File: src/rtl/vend_ctrl.sv
// Vending-machine controller: accumulates coin credit, requests a vend at PRICE,
// and returns change or a refund through a valid/ack change port.
module vend_ctrl #(
    parameter int PRICE    = 15,
    parameter int N_VAL    = 5,
    parameter int D_VAL    = 10,
    parameter int Q_VAL    = 25,
    parameter int CREDIT_W = 8
) (
    input  logic                Clk,
    input  logic                Reset,
    input  logic                N,
    input  logic                D,
    input  logic                Q,
    input  logic                Cancel,
    input  logic                vend_ack,
    input  logic                change_ack,
    output logic                Open,
    output logic                change_valid,
    output logic [CREDIT_W-1:0] change_amt,
    output logic [CREDIT_W-1:0] credit,
    output logic                coin_reject,
    output logic                busy
);

    localparam logic [CREDIT_W-1:0] PRICE_C = CREDIT_W'(PRICE);
    localparam logic [CREDIT_W-1:0] N_C     = CREDIT_W'(N_VAL);
    localparam logic [CREDIT_W-1:0] D_C     = CREDIT_W'(D_VAL);
    localparam logic [CREDIT_W-1:0] Q_C     = CREDIT_W'(Q_VAL);

    typedef enum logic [1:0] {
        S_IDLE,
        S_ACCUM,
        S_VEND,
        S_CHANGE
    } state_t;

    state_t              state_reg;
    logic                coin_any;
    logic [CREDIT_W-1:0] coin_val;
    logic [CREDIT_W-1:0] credit_sum;
    logic [CREDIT_W-1:0] rem;

    // Simultaneous strobes: the most valuable coin wins, the others are dropped.
    always_comb begin
        coin_any   = N | D | Q;
        coin_val   = Q ? Q_C : (D ? D_C : (N ? N_C : '0));
        credit_sum = credit + coin_val;
        rem        = credit - PRICE_C;
    end

    always_ff @(posedge Clk) begin
        if (Reset) begin
            state_reg    <= S_IDLE;
            Open         <= 1'b0;
            change_valid <= 1'b0;
            change_amt   <= '0;
            credit       <= '0;
            coin_reject  <= 1'b0;
            busy         <= 1'b0;
        end else begin
            coin_reject <= 1'b0;
            case (state_reg)
                S_IDLE, S_ACCUM: begin
                    if (Cancel && credit != '0) begin
                        // Refund takes precedence; a coin arriving with it is bounced.
                        state_reg    <= S_CHANGE;
                        change_valid <= 1'b1;
                        change_amt   <= credit;
                        credit       <= '0;
                        busy         <= 1'b1;
                        coin_reject  <= coin_any;
                    end else if (coin_any) begin
                        credit <= credit_sum;
                        if (credit_sum >= PRICE_C) begin
                            state_reg <= S_VEND;
                            Open      <= 1'b1;
                            busy      <= 1'b1;
                        end else begin
                            state_reg <= S_ACCUM;
                        end
                    end
                end
                S_VEND: begin
                    coin_reject <= coin_any;
                    if (vend_ack) begin
                        Open   <= 1'b0;
                        credit <= '0;
                        if (rem != '0) begin
                            state_reg    <= S_CHANGE;
                            change_valid <= 1'b1;
                            change_amt   <= rem;
                        end else begin
                            state_reg <= S_IDLE;
                            busy      <= 1'b0;
                        end
                    end
                end
                S_CHANGE: begin
                    coin_reject <= coin_any;
                    if (change_ack) begin
                        state_reg    <= S_IDLE;
                        change_valid <= 1'b0;
                        change_amt   <= '0;
                        busy         <= 1'b0;
                    end
                end
                default: begin
                    state_reg    <= S_IDLE;
                    Open         <= 1'b0;
                    change_valid <= 1'b0;
                    change_amt   <= '0;
                    credit       <= '0;
                    coin_reject  <= 1'b0;
                    busy         <= 1'b0;
                end
            endcase
        end
    end

endmodule

File: config.mk
export PLATFORM = sky130hd
export DESIGN_NAME = vend_ctrl
export DESIGN_NICKNAME = d
export VERILOG_FILES = /design/src/rtl/vend_ctrl.sv
export SDC_FILE = /design/constraint.sdc
export NUM_CORES = 1
export LEC_CHECK = 0
export ABC_CLOCK_PERIOD_IN_PS = 3600
export CAP_MARGIN = 10
export CORE_UTILIZATION = 56
export CTS_CLUSTER_DIAMETER = 200
export DETAILED_ROUTE_END_ITERATION = 7
export GPL_TIMING_DRIVEN = 0
export PLACE_DENSITY = 0.84
export SLEW_MARGIN = 20
export SYNTH_ARGS = -nofsm -noshare
export SYNTH_HDL_FRONTEND = slang
export SYNTH_SLANG_ARGS = --single-unit
File: constraint.sdc
create_clock -name Clk -period 3.6 [get_ports Clk]
set_clock_uncertainty 0.15 [all_clocks]
set_input_delay 0.54 -clock Clk [delete_from_list [all_inputs] [get_ports Clk]]
set_output_delay 0.54 -clock Clk [all_outputs]
set_load 0.01 [all_outputs]
---- After elaboration in Yosys (flattened, before gate mapping) ----
Index checks and enable logic that the tools add are counted.
operators by class
  mux-type cells .......................... 35
  $add $sub $neg .......................... 2
  reduce and logical (&&, ||, !) cells .... 12
  order comparisons ....................... 1
  bitwise gates (word level) .............. 2
  eq/ne operators ......................... 13
operator list
  operator               number
  $mux W8                7
  $pmux W8 S3            1
  $ne A2 B2 Y1 const B   8
  $pmux W8 S2            1
  $reduce_bool A8 Y1     2
  $mux W1                12
  $mux W2                6
  $reduce_and A5 Y1      2
  $add A8 B5 Y8          1
  $ge A8 B4 Y1 const B   1
  $sub A8 B4 Y8 const B  1
  $ne A3 B3 Y1 const B   2
  $pmux W1 S3            2
  $pmux W2 S3            1
  $reduce_and A3 Y1      2
  $mux W5                1
  $eq A2 B2 Y1 const B   2
  $mux W4                1
  $pmux W1 S2            2
  $reduce_and A4 Y1      1
  $reduce_or A2 Y1       2
  $mux W3                1
  $eq A2 B1 Y1 const B   1
  $logic_not A2 Y1       1
  3 further kinds        4
storage, ports and cells
  input bits .............................. 8
  bits in registers ....................... 22
  word-level logic and storage cells ...... 72
  output and inout bits ................... 20

---- Longest topological paths before layout ----
  word-level depth ........................ 9
  gate-level depth with buffers ........... 10
  mapped depth without buffers ............ 10

---- Worst setup path after synthesis ----
OpenSTA, ideal clock, no wires.
  path kind ............................... input -> register
  start point ............................. in D
  end point ............................... reg state_reg[0]
  library setup time ...................... 0.070 ns
  cell stages on the path ................. 10
  path slack .............................. 0.977 ns
  arrival time ............................ 2.403 ns
  required time ........................... 3.380 ns
  buffers on the path ..................... 0
  path through ............................ inv_1 > a21o_1 > ha_1 > fa_1 > a211oi_1 > o21ba_2 > mux2i_1 > a31oi_1 > or2_2 > a21oi_1
between the ends
  longest elaborated chain between the ends .. 8
  elaborated cells between the ends (all ways) .. 12
  classes of those cells .................. add/sub: 1; order compare: 1; eq/ne: 1; mux: 6; bitwise: 2; reduce/logical: 1
ends and longest elaborated chain
  element               line  text
  start, declared       13    input logic D,
  $mux W4               47    coin_val = Q ? Q_C : (D ? D_C : (N ? N_C : '0));
  $mux W5               47
  $add A8 B5 Y8         48    credit_sum = credit + coin_val;
  $ge A8 B4 Y1          75    if (credit_sum >= PRICE_C) begin
  $mux W2               75
  $mux W2               73    end else if (coin_any) begin
  $mux W2               65    if (Cancel && credit != '0) begin
  $pmux W2 S3           63    case (state_reg)
  end signal, assigned  67    state_reg <= S_CHANGE;
  end signal, assigned  76    state_reg <= S_VEND;
  end signal, assigned  80    state_reg <= S_ACCUM;
  end, declared         38    state_t state_reg;
Parallel ways exist; a longest one is shown, timed or not. The select of a mux whose other input is x is not followed.
A chain may end at the register's enable or synchronous reset.

---- Final worst setup path ----
Same ends and word-level chain as after synthesis.

==> impl_metrics.toml <==
[floorplanning]
die_h_um = 54.87
row_count = 18
die_x_um = 54.87
coreArea_um2 = 2567
design.die.area_um2 = 3011
initial_utilization_pct = 60.96
io_pins = 28

[synth]
yosys_warnings = 0
synthFlopType = "dfxtp_1"
async_flop_share_pct = 0
synth_enable_flop_cells = 0
syn_inst = 200
synth_cell_types = 48
syn_area_um2 = 1565
ys_ff_latch = 22
synth_fp_nets = 217
yosysSeqAreaShare_pct = 28.14
avgSynthCellArea_um2 = 7.826

[routing]
wire_per_inst_um = 17.08
met1Wirelength_mm = 2.004
viasPerCell = 6.548
ant_nets = 0
num_vias = 1696
drc = 0
wl_met3_um = 265
drtPass1Iterations = 6
highest_layer = "met4"
finalWirelength_mm = 4.424
drt_iter0_drc = 78
met2_length_mm = 2.143

[critical_path]
slowest_stage = "clkdlybuf4s50_1"
path_cells = "clkdlybuf4s50_1 -> inv_1 -> a21o_1 -> ha_1 -> fa_1 -> a211oi_1 -> o21ba_2 -> mux2i_1 -> a31oi_1 -> or2_2 -> a21oi_1"
critPathArrivalTime_ns = 3.20
cp_max_fo = 3
required_ns = 3.70
start_kind = "primary input"
slowest_delay_ns = 0.49
worstReg2RegStart = "credit[1]"
cp-end-kind = "flop"
r2r_slack_ns = 0.81
cp-startpoint = "D"
path_class = "in2reg"

[clocking]
cts_setup_buffers = 0
post_cts_resized = 0
cts-buffers-inserted = 3
postCtsHoldBufs = 0
cts-root-buf = "clkbuf_4"
clk_latency_ns = 0.32
htreeDepth = 1
clk_pin_slew_ns = 0.12
clock-sinks = 22
cts_tree = "done"
ctsLongestPathBuffers = 2

[global_routing]
grt_pass1_wl_mm = 6.768
grt_pass1_vias = 1404
grt_antenna_before_repair = 0
overflow = 0
grt.total_usage_pct = 31.73
grt_max_degree = 13

[power]
leakagePower_nw = 0.7401
intPower_mw = 0.7751
clockPowerShare_pct = 8.1
p_total_mw = 1.465
p_switching_mw = 0.6904
power_density_nw_per_um2 = 777.2
comb_power_share_pct = 64.0
p_seq_share_pct = 27.9
vdd_ir_drop_max_uv = 547.7
swShare_pct = 47.11

[cells_and_area]
mostFrequentLayoutCells = "clkdlybuf4s50_1, dfxtp_1, nor2_1"
area_delta_synth_final_pct = 20.46
nets = 248
fillers = 220
drive_gt1_share_pct = 7.424
n_antenna_cell = 0
final_common_cell = "clkdlybuf4s50_1"

[worst_hold_path]
holdCritPathClass = "reg2reg"
hold_start = "change_amt[7]"

[sta]
timing.fmax_ghz = 0.3223
fin_crit_sh_pct = 86.18
rsz0062_at_grt = "false"
slew-limit-headroom_pct = 60.06
tightest_slew_ns = 0.5991
slew_viol_final = 0
setup_viol = 0
tns_ns = 0
min_period_ns = 3.103
hold_viol = 0

[placed_design]
place_hpwl_mm = 3.248
io_buffers = 26
gp_congestion = 0.9011

[run]
max_cap_viol_count = 0

[outcome]
status = "finished clean"
-- power groups by stage --
stage                     combinational, mW  clock (mW)  sequential [mW]
after floorplan                       0.576           0            0.436
after global placement                0.897           0            0.408
after detailed placement              0.915           0            0.413
after CTS                             0.922       0.119            0.407
after global routing                   1.03       0.129            0.420
final                                 0.938       0.118            0.409
-- logic make-up after synthesis --
logic type / Yosys count / synth area share (%)
fa+ha+maj: 9 / 7.674
mux: 1 / 0.6395
compound gates: 68 / 31.10
simple gates: 74 / 24.06
flops: 22 / 28.14
buf+inv: 21 / 5.595
xor+xnor: 5 / 2.798
-- cells in the mapped netlist (3+ instances only) --
cell type	number	share of area, %
a21o_1	4	1.9
xor2_1	5	2.8
clkbuf_1	9	2.2
nand2b_1	3	1.2
a311oi_1	3	1.7
a211oi_1	3	1.4
a21oi_1	14	4.5
a221oi_1	3	1.7
a222oi_1	3	1.9
or3_1	3	1.2
or2_2	3	1.2
o21ai_0	18	5.8
nand2_1	14	3.4
inv_1	8	1.9
dfxtp_1	22	28
nor2_1	22	5.3
nor3_1	11	3.5
a31oi_1	3	1.2
ha_1	8	6.4
a32oi_1	3	1.7
nand3_1	8	2.6
-- worst max-delay path, delay by kind of cell --
| kind | cells | cell delay [ns] |
|---|---|---|
| AND/OR/NAND/NOR | 1 | 0.31 |
| AO/OA/AOI/OAI | 5 | 0.98 |
| buffers and inverters | 2 | 0.55 |
| adder cells (fa/ha/maj) | 2 | 0.63 |
| multiplexers | 1 | 0.20 |
-- stage by stage --
stage	util [%]	std cells	worst slack (ns)	hold WS [ns]	instance area, µm²
2_1_floorplan	-	200	0.9771	0.3381	1565
6_report	73.44	259	0.4975	0.3320	1886
3_3_place_gp	72.56	256	0.2971	0.3041	1863
4_1_cts	73.44	259	0.5254	0.3336	1886
3_5_place_dp	72.56	256	0.2127	0.3156	1863
5_1_grt	73.44	259	0.3483	0.3572	1886
-- routing by layer --
layer  track usage, %  vias up
met3            6.389        4
li1                 -      811
met2            52.01       57
met5                0        -
met4            5.556        0
met1            42.79      824
-- path summary, 6_finish.rpt --
check	end	depth (start not counted)
setup reg to reg	change_amt[5]	7
hold reg to reg	change_amt[7]	2
hold / removal	change_amt[7]	2
setup / recovery	state_reg[0]	11
-- cell type report --
class	instances	area [µm²]	share of cell area [%]
multi-input combinational	157	1037	55.01
buffer	12	53.80	2.853
inverter	9	33.78	1.792
timing repair buffer	26	260.3	13.80
sequential	22	440.4	23.36
tap	30	37.54	1.991
clock buffer	3	22.52	1.194
No activity file was read; power rests on OpenSTA's default activity.
